**src/rtl/spectro_pkg.sv**
```systemverilog
// Shared constants, FSM encoding and slot/bank mapping helpers for the spectrogram
// write and read paths.
package spectro_pkg;
  localparam int NO_BANKS       = 2;
  localparam int NO_FFTS        = 8;
  localparam int BINS           = 128;
  localparam int DATA_W         = 8;
  localparam int RAM_ADDR_WIDTH = 12;
  localparam int FPB            = NO_FFTS / NO_BANKS;
  localparam int SLOT_W         = $clog2(NO_FFTS);
  localparam int BIN_W          = (BINS > 1) ? $clog2(BINS) : 1;
  localparam int FILL_W         = SLOT_W + 1;

  typedef enum logic [1:0] {ST_IDLE, ST_WRITE, ST_DROP, ST_COMMIT} wr_state_e;

  function automatic logic [SLOT_W-1:0] slot_next(input logic [SLOT_W-1:0] slot);
    return (slot == SLOT_W'(NO_FFTS-1)) ? '0 : slot + SLOT_W'(1);
  endfunction

  function automatic logic [NO_BANKS-1:0] bank_onehot(input logic [SLOT_W-1:0] slot);
    return NO_BANKS'(1) << (int'(slot) / FPB);
  endfunction

  // Bank-local address is {slot within bank, bin}.
  function automatic logic [RAM_ADDR_WIDTH-1:0] ram_addr(input logic [SLOT_W-1:0] slot,
                                                         input logic [BIN_W-1:0]  bin);
    return RAM_ADDR_WIDTH'((int'(slot) % FPB) * BINS + int'(bin));
  endfunction
endpackage

```
**src/rtl/fft_frame_writer_if.sv**
```systemverilog
// Bin stream from the FFT magnitude stage into the frame writer.
interface fft_frame_writer_if;
  import spectro_pkg::*;
  logic              valid;
  logic              ready;
  logic              last;
  logic [DATA_W-1:0] data;

  modport master (output valid, data, last, input ready);
  modport slave  (input valid, data, last, output ready);
endinterface

```
**src/rtl/slot_ring_ctrl.sv**
```systemverilog
// Circular slot bookkeeping: write slot, committed-frame count and the display's
// wrap origin, all advanced together on a commit pulse.
module slot_ring_ctrl
  import spectro_pkg::*;
(
  input  logic              clk,
  input  logic              rst_n,
  input  logic              commit,
  output logic [SLOT_W-1:0] wr_slot,
  output logic [SLOT_W-1:0] oldest_fft_idx,
  output logic [FILL_W-1:0] fill_count
);
  logic [SLOT_W-1:0] slot_nx;
  logic [FILL_W-1:0] fill_nx;

  always_comb begin
    slot_nx = slot_next(wr_slot);
    fill_nx = (fill_count == FILL_W'(NO_FFTS-1)) ? fill_count : fill_count + FILL_W'(1);
  end

  // Saturating at NO_FFTS-1 keeps the slot being written outside the published window.
  always_ff @(posedge clk or negedge rst_n) begin
    if (!rst_n) begin
      wr_slot        <= '0;
      fill_count     <= '0;
      oldest_fft_idx <= '0;
    end else if (commit) begin
      wr_slot        <= slot_nx;
      fill_count     <= fill_nx;
      oldest_fft_idx <= (fill_nx == FILL_W'(NO_FFTS-1)) ? slot_next(slot_nx) : '0;
    end
  end
endmodule

```
**src/rtl/fft_frame_writer.sv**
```systemverilog
// Writes framed FFT magnitude bins into a circular set of slots across banked RAM;
// malformed frames are flagged and never committed.
module fft_frame_writer
  import spectro_pkg::*;
(
  input  logic                      clk,
  input  logic                      rst_n,
  fft_frame_writer_if.slave         s,
  input  logic                      freeze,
  output logic                      wr_en,
  output logic [NO_BANKS-1:0]       wr_bank_select,
  output logic [RAM_ADDR_WIDTH-1:0] wr_address,
  output logic [DATA_W-1:0]         wr_data,
  output logic [SLOT_W-1:0]         oldest_fft_idx,
  output logic [FILL_W-1:0]         fill_count,
  output logic                      frame_err
);
  wr_state_e        state;
  logic [BIN_W-1:0] bin_cnt;
  logic [SLOT_W-1:0] wr_slot;
  logic             ready_q;
  logic             accept, at_end, commit;

  assign s.ready = ready_q;
  assign accept  = s.valid && ready_q;
  assign at_end  = (bin_cnt == BIN_W'(BINS-1));
  assign commit  = (state == ST_COMMIT);

  slot_ring_ctrl u_ring (
    .clk            (clk),
    .rst_n          (rst_n),
    .commit         (commit),
    .wr_slot        (wr_slot),
    .oldest_fft_idx (oldest_fft_idx),
    .fill_count     (fill_count)
  );

  always_ff @(posedge clk or negedge rst_n) begin
    if (!rst_n) begin
      state          <= ST_IDLE;
      ready_q        <= 1'b0;
      bin_cnt        <= '0;
      wr_en          <= 1'b0;
      wr_bank_select <= '0;
      wr_address     <= '0;
      wr_data        <= '0;
      frame_err      <= 1'b0;
    end else begin
      wr_en          <= 1'b0;
      wr_bank_select <= '0;
      frame_err      <= 1'b0;
      ready_q        <= 1'b1;
      case (state)
        ST_IDLE, ST_WRITE: if (accept) begin
          // freeze only matters on the first beat; mid-frame it is ignored.
          if (state == ST_IDLE && freeze) begin
            if (!s.last) state <= ST_DROP;
          end else if (at_end && !s.last) begin
            frame_err <= 1'b1;
            state     <= ST_DROP;
          end else begin
            wr_en          <= 1'b1;
            wr_bank_select <= bank_onehot(wr_slot);
            wr_address     <= ram_addr(wr_slot, bin_cnt);
            wr_data        <= s.data;
            if (s.last) begin
              bin_cnt <= '0;
              if (at_end) begin
                state   <= ST_COMMIT;
                ready_q <= 1'b0;
              end else begin
                frame_err <= 1'b1;
                state     <= ST_IDLE;
              end
            end else begin
              bin_cnt <= bin_cnt + BIN_W'(1);
              state   <= ST_WRITE;
            end
          end
        end
        ST_DROP: if (accept && s.last) begin
          state   <= ST_IDLE;
          bin_cnt <= '0;
        end
        ST_COMMIT: state <= ST_IDLE;
        default:   state <= ST_IDLE;
      endcase
    end
  end
endmodule

```
**src/flat_wrapper.sv**
```systemverilog
// flat-port wrapper written by rule: the top's interface ports become plain ports
module fft_frame_writer_flat import spectro_pkg::*;
  (clk, rst_n, freeze, wr_en, wr_bank_select, wr_address, wr_data, oldest_fft_idx, fill_count, frame_err, s_valid, s_data, s_last, s_ready);
  fft_frame_writer_if s_i ();
  input  logic clk;
  input  logic rst_n;
  input  logic freeze;
  output logic wr_en;
  output logic [NO_BANKS-1:0] wr_bank_select;
  output logic [RAM_ADDR_WIDTH-1:0] wr_address;
  output logic [DATA_W-1:0] wr_data;
  output logic [SLOT_W-1:0] oldest_fft_idx;
  output logic [FILL_W-1:0] fill_count;
  output logic frame_err;
  input wire logic [$bits(s_i.valid)-1:0] s_valid;
  input wire logic [$bits(s_i.data)-1:0] s_data;
  input wire logic [$bits(s_i.last)-1:0] s_last;
  output wire logic [$bits(s_i.ready)-1:0] s_ready;
  assign s_i.valid = s_valid;
  assign s_i.data = s_data;
  assign s_i.last = s_last;
  assign s_ready = s_i.ready;
  fft_frame_writer u_core (.clk(clk), .rst_n(rst_n), .s(s_i), .freeze(freeze), .wr_en(wr_en), .wr_bank_select(wr_bank_select), .wr_address(wr_address), .wr_data(wr_data), .oldest_fft_idx(oldest_fft_idx), .fill_count(fill_count), .frame_err(frame_err));
endmodule
```
**config.mk**
```make
export PLATFORM = sky130hd
export DESIGN_NAME = fft_frame_writer_flat
export DESIGN_NICKNAME = d
export VERILOG_FILES = /design/src/rtl/spectro_pkg.sv /design/src/rtl/fft_frame_writer_if.sv /design/src/rtl/slot_ring_ctrl.sv /design/src/rtl/fft_frame_writer.sv /design/src/flat_wrapper.sv
export SDC_FILE = /design/constraint.sdc
export NUM_CORES = 1
export LEC_CHECK = 0
export CORE_MARGIN = 5
export CORE_UTILIZATION = 40
export DETAILED_ROUTE_END_ITERATION = 16
export DONT_BUFFER_PORTS = 1
export PLACE_DENSITY = 0.51
export SETUP_SLACK_MARGIN = 0.3
export SYNTH_ARGS = -nofsm -noshare
export SYNTH_HDL_FRONTEND = slang
export SYNTH_SLANG_ARGS = --single-unit
```
**constraint.sdc**
```tcl
create_clock -name clk -period 4.75 [get_ports clk]
set_input_delay 1.1875 -clock clk [delete_from_list [all_inputs] [get_ports clk]]
set_output_delay 1.1875 -clock clk [all_outputs]
set_load 0.05 [all_outputs]
```
==> results of run 1 <==
-- per-layer routing --
layer  vias to the layer above  routed length (um)  track usage, %
met1                       587                1480            14.3
met2                        34                1590            18.5
met4                         0                  46            4.20
met3                         6                 233            4.54
met5                         -                   0               0
li1                        559                   -               -
-- power groups by stage --
stage | clock network, uW | logic, uW | registers [uW]
after floorplan | 0 | 200 | 779
after global placement | 0 | 218 | 808
after detailed placement | 0 | 227 | 811
after CTS | 299 | 228 | 803
after global routing | 317 | 258 | 815
final | 288 | 224 | 800
-- Yosys cell counts (4+ instances only) --
cell     number
mux2_2       19
nand2_1       8
o21ai_0       8
dfrtp_1      41
a21oi_1       4
and2_1        4
ha_1          8
nand3_1       4
nor2_1       12
inv_1         6
-- worst max-delay path: cells and delay by family, from the launching register on --
family	cells	cell delay [ps]
buf+inv	1	320
simple gates	4	660
compound gates	2	430
fa+ha+maj	2	470
flops	1	420
-- layout make-up --
type                       instances  area, um^2  area share, %
timing repair buffer               1        7.51          0.367
clock inverter                     2        37.5           1.83
multi-input combinational        106         803           39.2
sequential                        41        1030           50.1
inverter                           6        22.5           1.10
tap                               54        67.6           3.30
clock buffer                       6        82.6           4.03
-- sequential cells by signal, summed over array words and instances (netlist names) --
name                          cells
u_core.bin_cnt                    7
u_core.frame_err                  1
u_core.s.ready                    1
u_core.state                      2
u_core.u_ring.fill_count          4
u_core.u_ring.oldest_fft_idx      3
u_core.u_ring.wr_slot             3
u_core.wr_address                 9
u_core.wr_bank_select             2
u_core.wr_data                    8
u_core.wr_en                      1
-- logic make-up (layout without fill, tap and decap cells) --
logic type,Yosys count,in the layout
and+or+nand+nor,45,45
DFF,41,41
AOI/OAI and AO/OA,25,25
muxes,21,21
buffers and inverters,12,15
adders and majority gates,8,8
xor gates and xnor gates,4,4
other,1,3
-- metrics by stage --
| step | instances | hold slack (ps) |
|---|---|---|
| 3_3_place_gp | 208 | 470 |
| 5_1_grt | 216 | 538 |
| 3_5_place_dp | 208 | 477 |
| 4_1_cts | 216 | 491 |
| 2_1_floorplan | 159 | 440 |
| 6_report | 216 | 491 |
-- worst max path at each step --
stage | from | endpoint | slack [ps] | cells past startpoint
2_1_floorplan | s_last | u_core.wr_data[0] | 2280 | 5
5_1_grt | u_core.bin_cnt[0] | u_core.bin_cnt[6] | 2170 | 9
3_5_place_dp | s_last | u_core.bin_cnt[6] | 2140 | 6
4_1_cts | u_core.bin_cnt[0] | u_core.bin_cnt[6] | 2330 | 9
6_report | u_core.bin_cnt[0] | u_core.bin_cnt[6] | 2340 | 9
3_3_place_gp | s_last | u_core.bin_cnt[6] | 2180 | 6
==> flow_metrics.env, run 1 <==
export IMPL_power_total_uw=1310
export IMPL_yosys_area_share_adder_pct=5.29
export IMPL_drc=0
export IMPL_synthTopCellsByArea="dfrtp_1 (54%), mux2_2 (11%), ha_1 (5.3%)"
export IMPL_num_vias=1186
export IMPL_fmax_ghz=0.415
export IMPL_grt_use_total_pct=11.6
export IMPL_gp_congestion=0.895
export IMPL_rows=25
export IMPL_synth_seq_cells=41
export IMPL_intPower_uw=735
export IMPL_holdPathStages=1
export IMPL_p_sw_share_pct=44.0
export IMPL_yosysTopAreaCellShare_pct=54.2
export IMPL_clk_pin_slew_ps=80
export IMPL_cts_buffers_inserted=5
export IMPL_rrSetupSlack_ps=2340
export IMPL_path_max_fanout=22
export IMPL_crit_top_cell="ha_1"
export IMPL_final_util_pct=43.9
export IMPL_synth_xor_area_share_pct=1.85
export IMPL_regToRegStartpoint="u_core.bin_cnt[0]"
export IMPL_routed_wl_mm=3.35
export IMPL_cts_tree="done"
export IMPL_grt_pass1_wl_mm=5.66
export IMPL_setup_viol=0
export IMPL_final_area_um2=2050
export IMPL_syn_area_per_cell_um2=12.1
export IMPL_skew_ps=4.73
export IMPL_grt_setup_unrepaired="false"
export IMPL_ys_types=39
export IMPL_setup_ws_ps=2340
export IMPL_p_seq_share_pct=61.0
export IMPL_dieArea_um2=6210
export IMPL_yosysTopAreaCell="dfrtp_1"
export IMPL_slew_headroom_pct=60.3
export IMPL_slowest_delay_ps=420
export IMPL_synth_edff_count=0
export IMPL_critical_path_class="flip-flop to flip-flop"
export IMPL_dpl_cell_area_um2=1930
export IMPL_critPathRequiredTime_ps=4920
export IMPL_cts_root_buf="clkbuf_8"
export IMPL_grt_max_degree=42
export IMPL_finalCritPeriodShare_pct=50.7
export IMPL_finalMaxSlewViolations=0
export IMPL_drt_iter0_drc=53
export IMPL_wl_per_cell_um=15.5
export IMPL_path_cells="ha_1 > and3_1 > nand3_1 > nor2_1 > ha_1 > nor4_4 > buf_4 > a21oi_2 > a221o_1"
export IMPL_initial_core_util_pct=40.6
export IMPL_ys_async_sr_fraction_pct=100
export IMPL_most_common_layout_cells="dfrtp_1 (41), mux2_2 (19), nor2_1 (12)"
export IMPL_clk_path_buf_depth=2
export IMPL_area_delta_synth_final_pct=8.13
export IMPL_hpwl_mm=2.50
export IMPL_drive_gt1_share_pct=19.8
export IMPL_clkSinkCount=41
export IMPL_leakagePower_uw=0.000942
export IMPL_maxCapViolCount=0
export IMPL_core_region_area_um2=4660
export IMPL_clk_latency_ps=280
export IMPL_tightest_slew_ps=596
export IMPL_synth_flop_cell="dfrtp_1"
export IMPL_status="completed"
export IMPL_antenna_found_initial=0
export IMPL_hold_viol=0
export IMPL_final_nets=182
export IMPL_setup_tns_ps=0
export IMPL_grt_pass1_vias=1179
export IMPL_htreeDepth=2
export IMPL_fill_cells=438
export IMPL_r2r_cells=9
export IMPL_pre_cts_slack_ps=2140
export IMPL_min_from="u_core.u_ring.wr_slot[2]"
export IMPL_port_buffers=0
export IMPL_holdCritPathClass="flip-flop to flip-flop"
export IMPL_syn_area_um2=1890
export IMPL_hold_buffers=0
export IMPL_reg2reg_to="u_core.bin_cnt[6]"
export IMPL_p_comb_share_pct=17.1
export IMPL_synth_cells=157
export IMPL_power_switching_uw=577
export IMPL_start_kind="flip-flop"
export IMPL_p_per_area_nw_per_um2=641
export IMPL_slowest_stage="dfrtp_1"
export IMPL_synth_warnings=0
export IMPL_synth_top_family_by_area="simple AND/OR/NAND/NOR gates"
export IMPL_post_cts_resized=0
export IMPL_synth_simple_area_share_pct=13.3
export IMPL_synth_yosys_seq_area_share_pct=54.2
export IMPL_layout_commonest_cell="dfrtp_1"
export IMPL_cts_setup_buffers=0
export IMPL_die_w_um=78.8
export IMPL_dr_pass1_iters=4
export IMPL_clkPwrFrac_pct=21.9
export IMPL_die_height_um=78.8
export IMPL_viasPerCell=5.49
export IMPL_grt_ovfl_total=0
export IMPL_crit_path_end_kind="flip-flop"
export IMPL_peakVddDrop_mv=0.231
export IMPL_holdPathEnd="u_core.wr_bank_select[0]"
export IMPL_io_pins=45
export IMPL_worstPathArrival_ps=2580
export IMPL_antennaDiodeCount=0
export IMPL_synth_compound_area_share_pct=9.05
export IMPL_ant_nets=0
export IMPL_post_route_min_period_ps=2410
export IMPL_synthMuxAreaShare_pct=12.4
(Power assumes the default switching activity.)
==> run 2: changes to the inputs <==
==> constraint.sdc (replaced) <==
create_clock -name clk -period 2.25 [get_ports clk]
set_input_delay 0.5625 -clock clk [delete_from_list [all_inputs] [get_ports clk]]
set_output_delay 0.5625 -clock clk [all_outputs]
set_load 0.05 [all_outputs]
==> flow_metrics.env, run 2 (synthesized netlist as in run 1, its figures left out) <==
export IMPL_io_pins=45
export IMPL_cts_buffers_inserted=5
export IMPL_post_route_min_period_ps=1990
export IMPL_slew_headroom_pct=61.9
export IMPL_most_common_layout_cells="dfrtp_1 (40), mux2_4 (17), buf_4 (13)"
export IMPL_grt_use_total_pct=12.8
export IMPL_peakVddDrop_mv=0.456
export IMPL_setup_viol=0
export IMPL_clk_latency_ps=300
export IMPL_cts_tree="done"
export IMPL_grt_pass1_vias=1280
export IMPL_layout_commonest_cell="dfrtp_1"
export IMPL_routed_wl_mm=3.84
export IMPL_final_util_pct=50.7
export IMPL_clkSinkCount=41
export IMPL_grt_setup_unrepaired="true"
export IMPL_maxCapViolCount=0
export IMPL_start_kind="flip-flop"
export IMPL_gp_congestion=0.824
export IMPL_grt_max_degree=42
export IMPL_rows=25
export IMPL_finalMaxSlewViolations=0
export IMPL_drt_iter0_drc=58
export IMPL_regMostFlops="u_core.wr_address"
export IMPL_num_vias=1249
export IMPL_finalCritPeriodShare_pct=88.3
export IMPL_drive_gt1_share_pct=34.4
export IMPL_critical_path_class="flip-flop to flip-flop"
export IMPL_drc=0
export IMPL_grt_pass1_wl_mm=6.17
export IMPL_status="completed"
export IMPL_crit_path_end_kind="flip-flop"
export IMPL_critPathRequiredTime_ps=2440
export IMPL_antenna_found_initial=0
export IMPL_port_buffers=0
export IMPL_r2r_cells=9
export IMPL_wl_per_cell_um=16.4
export IMPL_ant_nets=0
export IMPL_leakagePower_uw=0.00109
export IMPL_path_max_fanout=6
export IMPL_largest_register_ff_count=9
export IMPL_die_height_um=78.8
export IMPL_final_nets=200
export IMPL_die_w_um=78.8
export IMPL_dieArea_um2=6210
export IMPL_tightest_slew_ps=571
export IMPL_p_per_area_nw_per_um2=1230
export IMPL_top_regs="u_core.wr_address x9, u_core.wr_data x8, u_core.bin_cnt x7"
export IMPL_regArea_um2=1030
export IMPL_worstPathArrival_ps=2180
export IMPL_grt_ovfl_total=0
export IMPL_fill_cells=413
export IMPL_htreeDepth=2
export IMPL_area_delta_synth_final_pct=24.7
export IMPL_hold_viol=0
export IMPL_fmax_ghz=0.503
export IMPL_multi_input_area_um2=955
export IMPL_antennaDiodeCount=0
export IMPL_dr_pass1_iters=4
export IMPL_cts_root_buf="clkbuf_8"
export IMPL_skew_ps=3.95
export IMPL_viasPerCell=5.34
export IMPL_clk_pin_slew_ps=80
export IMPL_hpwl_mm=2.57
export IMPL_clk_path_buf_depth=2
export IMPL_initial_core_util_pct=40.6
export IMPL_holdCritPathClass="input pin to asynchronous set/reset pin"
export IMPL_setup_tns_ps=0
export IMPL_core_region_area_um2=4660
## run 2: cell types whose count changed in the layout (fill, tap and decap cells not counted), sizes merged
cell,delta
bufinv,-1
buf,+17
inv,+2
## run 2: stage by stage
stage | area [um^2] | worst slack [ps] | total power (uW) | hold WS (ps) | cells
after floorplan | 1920 | 290 | 2070 | 267 | 159
after global placement | 1980 | 182 | 2220 | 268 | 213
after detailed placement | 1980 | 177 | 2240 | 268 | 213
after CTS | 2200 | 212 | 2820 | 98.5 | 229
after global routing | 2360 | 194 | 3080 | 98.2 | 234
final | 2360 | 263 | 2900 | 94.7 | 234
## run 2: critical path, stage by stage (launching register included)
cell     delay [ps]
dfrtp_1         390
ha_2            190
and3_4          190
nand3_4         100
nor2_4           50
ha_4            170
nor4_4          160
buf_6           180
buf_8           140
mux2_4          300
## run 2: power breakdown
group / leakage, uW / internal, uW / switching, uW
clock: 0.0000452 / 226 / 275
combinational: 0.000522 / 416 / 407
sequential: 0.000520 / 940 / 633
## run 2: per-layer routing
metal,GRT usage (%),part of all wire (%)
met5,0,0
met4,6.82,2.1
met3,4.65,7.2
met2,20.8,47
met1,14.7,44
## run 2: layout make-up
class / count / area share [%]
Sequential cell: 41 / 43.5
Multi-Input combinational cell: 106 / 40.4
Timing Repair Buffer: 19 / 8.27
Clock buffer: 5 / 2.91
Clock inverter: 3 / 1.06
Tap cell: 54 / 2.86
Inverter: 6 / 0.954
## run 2: final timing paths
kind,startpoint,to,slack (ps)
hold reg to reg,u_core.u_ring.wr_slot[2],u_core.wr_bank_select[0],470
max in group asynchronous,rst_n,u_core.bin_cnt[3],1940
setup / recovery,u_core.bin_cnt[0],u_core.wr_data[6],260
setup reg to reg,u_core.bin_cnt[0],u_core.wr_data[6],260
hold / removal,rst_n,u_core.wr_data[5],90
min in group clk,s_data[5],u_core.wr_data[5],410
## run 2: repair_timing
action                                 4_1_cts  5_1_grt
pin swaps                                    7        5
buffers inserted                             6        4
hold buffers                                 1        0
endpoints found under the hold margin       41        0
setup endpoints to repair                   24       24
gates cloned                                 1        1
gates resized for setup                     10       26
==> run 3: changes to the inputs <==
--- a/config.mk
+++ b/config.mk
@@ -5,8 +5,10 @@
 export SDC_FILE = /design/constraint.sdc
 export NUM_CORES = 1
 export LEC_CHECK = 0
-export CORE_MARGIN = 5
+export CORE_ASPECT_RATIO = 2
+export CORE_MARGIN = 2
 export CORE_UTILIZATION = 40
+export CTS_CLUSTER_DIAMETER = 120
 export DETAILED_ROUTE_END_ITERATION = 16
 export DONT_BUFFER_PORTS = 1
 export PLACE_DENSITY = 0.51
==> flow_metrics.env, run 3 (synthesized netlist as in run 1, its figures left out) <==
export IMPL_area_delta_synth_final_pct=31.1
export IMPL_htreeDepth=2
export IMPL_routed_wl_mm=4.69
export IMPL_port_buffers=0
export IMPL_crit_top_cell="and3_4"
export IMPL_post_route_min_period_ps=2110
export IMPL_top_regs="u_core.wr_address x9, u_core.wr_data x8, u_core.bin_cnt x7"
export IMPL_p_per_area_nw_per_um2=1240
export IMPL_crit_path_end_kind="flip-flop"
export IMPL_setup_tns_ps=0
export IMPL_grt_max_degree=42
export IMPL_path_cells="ha_2 > and3_4 > nand3_4 > nor2_4 > ha_4 > buf_6 > nor4bb_4 > and3_4 > and2_4 > o22a_1"
export IMPL_slowest_stage="dfrtp_1"
export IMPL_cts_root_buf="clkbuf_8"
export IMPL_antennaDiodeCount=0
export IMPL_status="completed"
export IMPL_critPathRequiredTime_ps=2480
export IMPL_peakVddDrop_mv=0.690
export IMPL_slew_headroom_pct=62.1
export IMPL_initial_core_util_pct=41.2
export IMPL_drc=0
export IMPL_largest_register_ff_count=9
export IMPL_final_nets=205
export IMPL_grt_pass1_wl_mm=7.56
export IMPL_clk_latency_ps=280
export IMPL_drt_iter0_drc=29
export IMPL_grt_ovfl_total=0
export IMPL_core_region_area_um2=4600
export IMPL_dpl_cell_area_um2=1990
export IMPL_clk_path_buf_depth=2
export IMPL_finalCritPeriodShare_pct=93.6
export IMPL_grt_setup_unrepaired="true"
export IMPL_wl_per_cell_um=19.6
export IMPL_skew_ps=2.68
export IMPL_cts_tree="done"
export IMPL_worstPathArrival_ps=2330
export IMPL_drive_gt1_share_pct=35.7
export IMPL_die_height_um=101
export IMPL_finalMaxSlewViolations=0
export IMPL_antenna_found_initial=0
export IMPL_num_vias=1331
export IMPL_setup_ws_ps=145
export IMPL_cts_buffers_inserted=5
export IMPL_clk_pin_slew_ps=80
export IMPL_ant_nets=0
export IMPL_slowest_delay_ps=400
export IMPL_die_w_um=52.6
export IMPL_maxCapViolCount=0
export IMPL_regMostFlops="u_core.wr_address"
export IMPL_layout_commonest_cell="dfrtp_1"
export IMPL_most_common_layout_cells="dfrtp_1 (41), mux2_4 (16), buf_4 (15)"
export IMPL_gp_congestion=0.825
export IMPL_setup_viol=0
export IMPL_leakagePower_uw=0.00115
export IMPL_grt_use_total_pct=19.4
export IMPL_holdCritPathClass="input pin to asynchronous set/reset pin"
export IMPL_fmax_ghz=0.475
export IMPL_dr_pass1_iters=4
export IMPL_grt_pass1_vias=1469
export IMPL_viasPerCell=5.55
export IMPL_hold_viol=0
export IMPL_final_util_pct=54.0
export IMPL_rows=35
export IMPL_hpwl_mm=2.93
export IMPL_fill_cells=404
export IMPL_pre_cts_slack_ps=138
export IMPL_path_max_fanout=4
export IMPL_dieArea_um2=5330
export IMPL_final_area_um2=2480
export IMPL_critical_path_class="flip-flop to flip-flop"
export IMPL_io_pins=45
export IMPL_start_kind="flip-flop"
export IMPL_tightest_slew_ps=569
export IMPL_clkSinkCount=41
==> run 3: changes by cell type in the layout (fill, tap and decap cells not counted), sizes merged <==
cell / previous run / this run
buf: 18 / 23
clkbuf: 6 / 8
inv: 8 / 6
bufinv: 0 / 1
clkinvlp: 1 / 0
==> run 3: critical path, delay by kind of cell (launching register included) <==
family                   cells  cell delay, ps
AO/OA/AOI/OAI                1             120
flip-flops                   1             400
AND/OR/NAND/NOR              6            1050
buffers and inverters        1             120
adder cells (fa/ha/maj)      2             360
==> run 3: timing repair <==
item                                   4_1_cts  5_1_grt
cloned                                       2        1
hold buffers                                 1        0
pin swaps                                    6       10
gates resized for setup                     14       19
setup endpoints to repair                   24       24
endpoints found under the hold margin       41        0
buffers inserted                             9        6
==> run 3: routing by layer <==
metal | up-vias | wire, um | GRT usage (%) | share of wire (%)
li1 | 607 | - | - | -
met1 | 674 | 1600 | 19.5 | 34
met2 | 42 | 2830 | 35.8 | 60
met3 | 8 | 174 | 4.72 | 3.7
met4 | 0 | 80 | 9.07 | 1.7
met5 | - | 0 | 0 | 0
==> run 3: per-stage QoR <==
stage | hold WS, ps | total power [uW] | std cells
after floorplan | 267 | 2070 | 159
after global placement | 268 | 2240 | 213
after detailed placement | 268 | 2260 | 213
after CTS | 121 | 2990 | 233
after global routing | 116 | 3250 | 240
final | 118 | 3080 | 240
==> run 3: final timing paths <==
check	startpoint	endpoint	slack, ps	cells after the start
min in group clk	s_data[7]	u_core.wr_data[7]	420	1
max in group asynchronous	rst_n	u_core.u_ring.oldest_fft_idx[0]	1940	1
max	u_core.bin_cnt[0]	u_core.bin_cnt[2]	140	10
min	rst_n	u_core.wr_data[7]	120	1
min reg2reg	u_core.u_ring.wr_slot[2]	u_core.wr_bank_select[0]	480	1
max reg2reg	u_core.bin_cnt[0]	u_core.bin_cnt[2]	140	10
==> run 3: where the power goes <==
part           total (uW)  internal (uW)  switching [uW]
clock                 612            362             250
combinational         877            453             424
sequential           1590            939             654
==> run 3: area by class of cell <==
class	instances	area, um^2	share of cell area (%)
Sequential cell	41	1030	41.4
Multi-Input combinational cell	106	952	38.4
Timing Repair Buffer	24	295	11.9
Clock buffer	7	86.3	3.48
Tap cell	55	68.8	2.77
Clock inverter	1	30.0	1.21
Inverter	6	22.5	0.908
